$ cat src/rtl/cycle_sequencer.sv
// Multi-cycle control sequencer for the 8-bit accumulator datapath.
// Owns the IR and arbitrates the shared memory port between fetch and load/store.
module cycle_sequencer #(
   parameter int TIMEOUT = 15,
   parameter int CW      = 8
) (
   input  logic       clk,
   input  logic       reset,
   input  logic       start,
   input  logic [7:0] instr_in,
   input  logic       mem_ack,
   input  logic       acc_zero,
   output logic [2:0] opcode,
   output logic [4:0] immediate,
   output logic       mem_req,
   output logic       mem_sc,
   output logic       memWE,
   output logic       pc_en,
   output logic       brnch,
   output logic       regWE,
   output logic       lw,
   output logic       accWE,
   output logic       acc_sc,
   output logic [1:0] cntr_alu,
   output logic       retire,
   output logic       halted,
   output logic       fault,
   output logic [2:0] state
);

   typedef enum logic [2:0] {
      S_IDLE   = 3'b000,
      S_FETCH  = 3'b001,
      S_DECODE = 3'b010,
      S_EXEC   = 3'b011,
      S_MEM    = 3'b100,
      S_WB     = 3'b101,
      S_HALT   = 3'b110,
      S_FAULT  = 3'b111
   } state_t;

   localparam logic [2:0] OP_LDI  = 3'b000;
   localparam logic [2:0] OP_LDA  = 3'b001;
   localparam logic [2:0] OP_ADD  = 3'b010;
   localparam logic [2:0] OP_SUB  = 3'b011;
   localparam logic [2:0] OP_AND  = 3'b100;
   localparam logic [2:0] OP_LW   = 3'b101;
   localparam logic [2:0] OP_SW   = 3'b110;
   localparam logic [2:0] OP_BEQZ = 3'b111;

   localparam logic [CW-1:0] TO = CW'(TIMEOUT);

   state_t        cur;
   state_t        nxt;
   logic [7:0]    ir;
   logic [CW-1:0] cnt;
   logic [CW-1:0] cnt_nxt;

   assign opcode    = ir[7:5];
   assign immediate = ir[4:0];
   assign state     = cur;

   // State, instruction and wait-counter registers
   always_ff @(posedge clk) begin
      if (reset) begin
         cur <= S_IDLE;
         ir  <= '0;
         cnt <= '0;
      end else begin
         cur <= nxt;
         cnt <= cnt_nxt;
         if (cur == S_FETCH && mem_ack)
            ir <= instr_in;
      end
   end

   // Next state; the wait counter only survives while a request stays unanswered
   always_comb begin
      nxt     = cur;
      cnt_nxt = '0;
      case (cur)
         S_IDLE: if (start) nxt = S_FETCH;
         S_FETCH: begin
            if (mem_ack)        nxt = S_DECODE;
            else if (cnt == TO) nxt = S_FAULT;
            else                cnt_nxt = cnt + CW'(1);
         end
         S_DECODE: begin
            if (opcode == OP_LW || opcode == OP_SW)
               nxt = S_MEM;
            else if (opcode == OP_BEQZ && immediate == 5'd0)
               nxt = S_HALT;
            else
               nxt = S_EXEC;
         end
         S_EXEC: nxt = S_FETCH;
         S_MEM: begin
            if (mem_ack)        nxt = (opcode == OP_LW) ? S_WB : S_FETCH;
            else if (cnt == TO) nxt = S_FAULT;
            else                cnt_nxt = cnt + CW'(1);
         end
         S_WB:    nxt = S_FETCH;
         S_HALT:  if (start) nxt = S_FETCH;
         S_FAULT: nxt = S_FAULT;
         default: nxt = S_IDLE;
      endcase
   end

   // Strobe decode; everything is forced low while reset is sampled
   always_comb begin
      mem_req  = 1'b0;
      mem_sc   = 1'b0;
      memWE    = 1'b0;
      pc_en    = 1'b0;
      brnch    = 1'b0;
      regWE    = 1'b0;
      lw       = 1'b0;
      accWE    = 1'b0;
      acc_sc   = 1'b0;
      cntr_alu = 2'b00;
      retire   = 1'b0;
      halted   = 1'b0;
      fault    = 1'b0;
      if (!reset) begin
         case (cur)
            S_FETCH: begin
               mem_req = 1'b1;
               pc_en   = mem_ack;
            end
            S_EXEC: begin
               retire = 1'b1;
               case (opcode)
                  OP_LDI: begin
                     accWE  = 1'b1;
                     acc_sc = 1'b1;
                  end
                  OP_LDA: accWE = 1'b1;
                  OP_ADD: regWE = 1'b1;
                  OP_SUB: begin
                     regWE    = 1'b1;
                     cntr_alu = 2'b01;
                  end
                  OP_AND: begin
                     regWE    = 1'b1;
                     cntr_alu = 2'b10;
                  end
                  OP_BEQZ: brnch = acc_zero;
                  default: ;
               endcase
            end
            S_MEM: begin
               mem_req = 1'b1;
               mem_sc  = 1'b1;
               if (opcode == OP_SW) begin
                  memWE  = mem_ack;
                  retire = mem_ack;
               end
            end
            S_WB: begin
               regWE  = 1'b1;
               lw     = 1'b1;
               retire = 1'b1;
            end
            S_HALT:  halted = 1'b1;
            S_FAULT: fault  = 1'b1;
            default: ;
         endcase
      end
   end

endmodule

$ cat config.mk
export PLATFORM = sky130hd
export DESIGN_NAME = cycle_sequencer
export DESIGN_NICKNAME = d
export VERILOG_FILES = /design/src/rtl/cycle_sequencer.sv
export SDC_FILE = /design/constraint.sdc
export NUM_CORES = 1
export LEC_CHECK = 0
export CAP_MARGIN = 20
export CORE_ASPECT_RATIO = 1.2
export CORE_UTILIZATION = 39
export CTS_CLUSTER_DIAMETER = 80
export DETAILED_ROUTE_END_ITERATION = 10
export PLACE_DENSITY = 0.75
export SYNTH_ARGS = -nofsm -noshare
export SYNTH_HDL_FRONTEND = slang
export SYNTH_SLANG_ARGS = --single-unit
$ cat constraint.sdc
create_clock -name clk -period 1.6 [get_ports clk]
set_input_delay 0.4 -clock clk [delete_from_list [all_inputs] [get_ports clk]]
set_output_delay 0.4 -clock clk [all_outputs]
set_load 0.01 [all_outputs]
# Word level (Yosys, flattened, before mapping)
# Index checks and enable logic that the tools add are counted.
# word_totals
regBits,19
input_bits,13
out_inout_bits,25
word_cells,73
# op_classes
add_sub_neg,1
n_eq_ne,16
muxes,40
bitwise_logic,1
n_reduce_logical,12
# ops
cell,n
two-way mux 1 bit,27
equality test 3 bit (second input constant),8
two-way mux 3 bit,7
one-hot mux 3 bit (6 select lines),1
equality test 3 x 2 -> 1 bit (second input constant),4
adder 8 x 1 -> 8 bit (second input constant),1
equality test 8 x 4 -> 1 bit (second input constant),1
OR reduction 2 bit,4
equality test 3 x 1 -> 1 bit (second input constant),2
zero test 3 bit,2
zero test 5 bit,1
two-way mux 2 bit,2
one-hot mux 1 bit (2 select lines),2
one-hot mux 2 bit (2 select lines),1
OR reduction 4 bit,1
OR reduction 3 bit,1
logical AND 1 bit,2
!= test 2 x 1 -> 1 bit (second input constant),1
logical OR 1 bit,1
inverter 1 bit,1

# Depth between registers and ports, before layout
# depth
word_depth,5
mapped_depth,6
depth_no_buf,5

# Least setup slack after synthesis
# No wires, ideal clock.
# synth_path
kind,reg-to-output
from,register cur[1] (netlist: state[1])
to,output port retire
t_arrival_ns,1.457
required_time_ns,1.200
slack_ns,-0.257
stages_incl_launch_ff,6
n_path_buf,2
cell_sequence,dfxtp_1 -> buf_6 -> or2_2 -> clkbuf_1 -> nor3_1 -> or3_1
# synth_between
elab_chain_len,4
elab_cells_between_ends,6
cone_classes,eq/ne: 3; mux: 2; reduce/logical: 1
# synth_rtl
item,line,source
from (decl),53,state_t cur;
from (signal assigned),70,cur <= nxt;
equality test 3 x 2 -> 1 bit or equality test 3 bit (tied branches),125,case (cur)
OR reduction 2 bit (no source line),-,
one-hot mux 1 bit (2 select lines) *,125,
two-way mux 1 bit *,124,if (!reset) begin
to (decl),25,"output logic retire,"
# Every way passes the cells marked *; elsewhere a longest branch is shown, timed or not.

# Worst setup path after layout
# layout_path
from,register cur[2] (netlist: state[2])
to,output port acc_sc
# layout_between
elab_chain_len,3
# layout_rtl
item,line,source
equality test 3 x 2 -> 1 bit,125,
two-way mux 1 bit,125,
two-way mux 1 bit,124,
to (decl),23,"output logic acc_sc,"
# No other way between the ends.

==> results.cfg <==
[outcome]
outcome = complete, but fails checks
violations = setup timing

[timing]
finalClockSkew_ns = 0.00323
min_period_ns = 1.83
fmax_mhz = 545
min_period_over_period_pct = 115
rsz0062_at_grt = true
worstMarginPinSlew_ns = 0.371
whs_ns = 0.459
relSlewSlack_pct = 74.9
final-hold-violation-count = 0
setup_violations = 12
slew_viol_final = 0
fin_ws_ns = -0.234
tns_ns = -1.89

[yosys]
syn_area_per_cell_um2 = 7.84
yosys.area.top_type = dfxtp_1
synth_area_um2 = 1030
synth_flop_cell = dfxtp_1
seq_area_frac_synth_pct = 37.0
yosys-top-cells-area = dfxtp_1 37%, nand2_1 9.1%, nor2_1 7.7%, a21oi_1 5.4%, xnor2_1 4.3%
netlist-cell-type-count = 34
ys_seq_elements = 19
yosysMostFrequentCell = nand2_1
synth_nets = 145
async_reset_ff_share_pct = 0
yosys.area.top_type_share_pct = 37.0
synth_common_cells = 25 x nand2_1, 21 x nor2_1, 19 x dfxtp_1
ys_warn_count = 0
syn_inst = 131
synth-edff-count = 0

[layout]
fillers = 182
num_antenna_cells = 0
area_delta_synth_final_pct = 80.6
fin_nets = 217
drive_gt1_share_pct = 45.5
utilization_pct = 73.4

[detailed_routing]
vias = 1183
wirelength_mm = 3.16
drtIter0Drc = 13
drc = 0
ant_nets = 0
dr.pass1.iters = 4
wl_per_cell_um = 13.5
viasPerCell = 5.03

[power]
total_power_mw = 1.04
p_leak_nw = 0.816
internal_power_uw = 744
p_sw_share_pct = 28.5
power_density_nw_per_um2 = 561
p_switching_uw = 297
pwr-share-comb_pct = 27.3
pwr-share-clk_pct = 24.0
ir_drop_uv = 673
p_seq_share_pct = 48.7

[placed_design]
post-place-ws_ns = -0.903
port_buffers = 37
gp_congestion = 0.814
hpwl_mm = 2.20

[floorplanning]
start_util_pct = 40.6
die_w_um = 48.9
io_pins = 38
core_area_um2 = 2530
rows = 20
die_y_um = 58.2
dieArea_um2 = 2840

[clock_network]
clock_latency_ns = 0.31
numCtsBuffers = 3
clockBufferDepth = 2
clkSinkCount = 19
cts_root_buf = clkbuf_4
cts_tree = done
htreeDepth = 1
path_clk_slew_ns = 0.11

[grt]
grt_use_total_pct = 22.9
grt_max_degree = 13
grt_pass1_wl_mm = 5.00
grt_pass1_vias = 1188
overflow = 0
antenna_found_initial = 0

[worst_hold_path]
holdCritPathClass = reg2reg
worstHoldStart = cnt[0]

[critical_path]
critical_path.startpoint = state[2]
criticalPathCategory = reg2out
worstSetupStartpointType = register
required_ns = 1.20
worstPathArrival_ns = 1.43
end_kind = output pin
crit_fanout = 3
timing.rr.start = ir[1]

[run]
drv_cap = 0
==> critical path: stages (launching register included) <==
cell      delay [ns]
dfxtp_2         0.34
nand2b_4        0.16
or3_4           0.36
nor3_4          0.11
buf_2           0.15
==> placed cells by master (no fill, tap or decap), types with 2 or more instances in the layout <==
master           instances
buf_4                   30
nand2_1                 23
buf_6                   15
nor2_1                  13
dfxtp_1                 11
clkdlybuf4s50_1         11
dlygate4sd2_1           10
a21oi_1                  9
buf_2                    7
nor2_4                   5
xnor2_1                  5
dfxtp_2                  5
nand2b_4                 4
nand3_1                  4
nor2_2                   3
and3_1                   3
xor2_1                   3
clkbuf_4                 3
dfxtp_4                  3
or3_4                    2
nor3_4                   2
nor3_1                   2
==> power by group through the flow <==
stage	clock network, mW	logic [mW]	registers, mW
5_1_grt	0.270	0.302	0.510
3_5_place_dp	0	0.232	0.514
4_1_cts	0.252	0.263	0.507
2_1_floorplan	0	0.104	0.520
6_report	0.250	0.284	0.507
3_3_place_gp	0	0.229	0.514
==> repair_timing <==
item,in CTS,in global routing
hold buffers,0,0
pin swaps,9,14
resized for setup,97,28
setup endpoints to repair,26,24
buffers inserted,6,5
==> metrics by stage <==
stage	cell area, um^2	std cells
floorplan	1070	131
global placement	1620	221
detailed placement	1620	221
CTS	1750	231
global route	1860	235
finish	1860	235
==> routing by layer <==
metal  part of all wire, %  vias up  global-route usage, %
met3                   3.4        3                   4.20
li1                      -      586                      -
met2                    55       28                   46.4
met4                  0.98        0                   8.40
met1                    41      566                   22.7
met5                     0        -                      0
==> cell families (layout without fill, tap and decap cells) <==
group / after synthesis / in the layout / share of synthesized area [%]
DFF: 19 / 19 / 37.0
xor gates and xnor gates: 8 / 8 / 6.82
adders and majority gates: 1 / 1 / 1.22
AOI/OAI and AO/OA: 20 / 20 / 13.3
buffers and inverters: 8 / 79 / 6.21
and+or+nand+nor: 74 / 74 / 34.3
muxes: 1 / 1 / 1.10
==> worst paths after layout <==
path	slack (ns)	endpoint	cells past startpoint
setup / recovery	-0.23	acc_sc	4
hold / removal	0.46	cnt[0]	1
setup reg to reg	0.01	state[0]	4
hold reg to reg	0.46	cnt[0]	1
==> state kept, by name, summed over array words and instances, names as in the netlist <==
signal / cells
cnt: 8
ir: 8
state: 3
==> layout make-up <==
| class | count | area [um^2] | area share [%] |
|---|---|---|---|
| Clock buffer | 4 | 26.3 | 1.42 |
| Sequential cell | 19 | 398 | 21.4 |
| Timing Repair Buffer | 75 | 642 | 34.6 |
| Tap cell | 33 | 41.3 | 2.23 |
| Multi-Input combinational cell | 104 | 748 | 40.3 |
No activity file was read; power rests on OpenSTA's default activity.
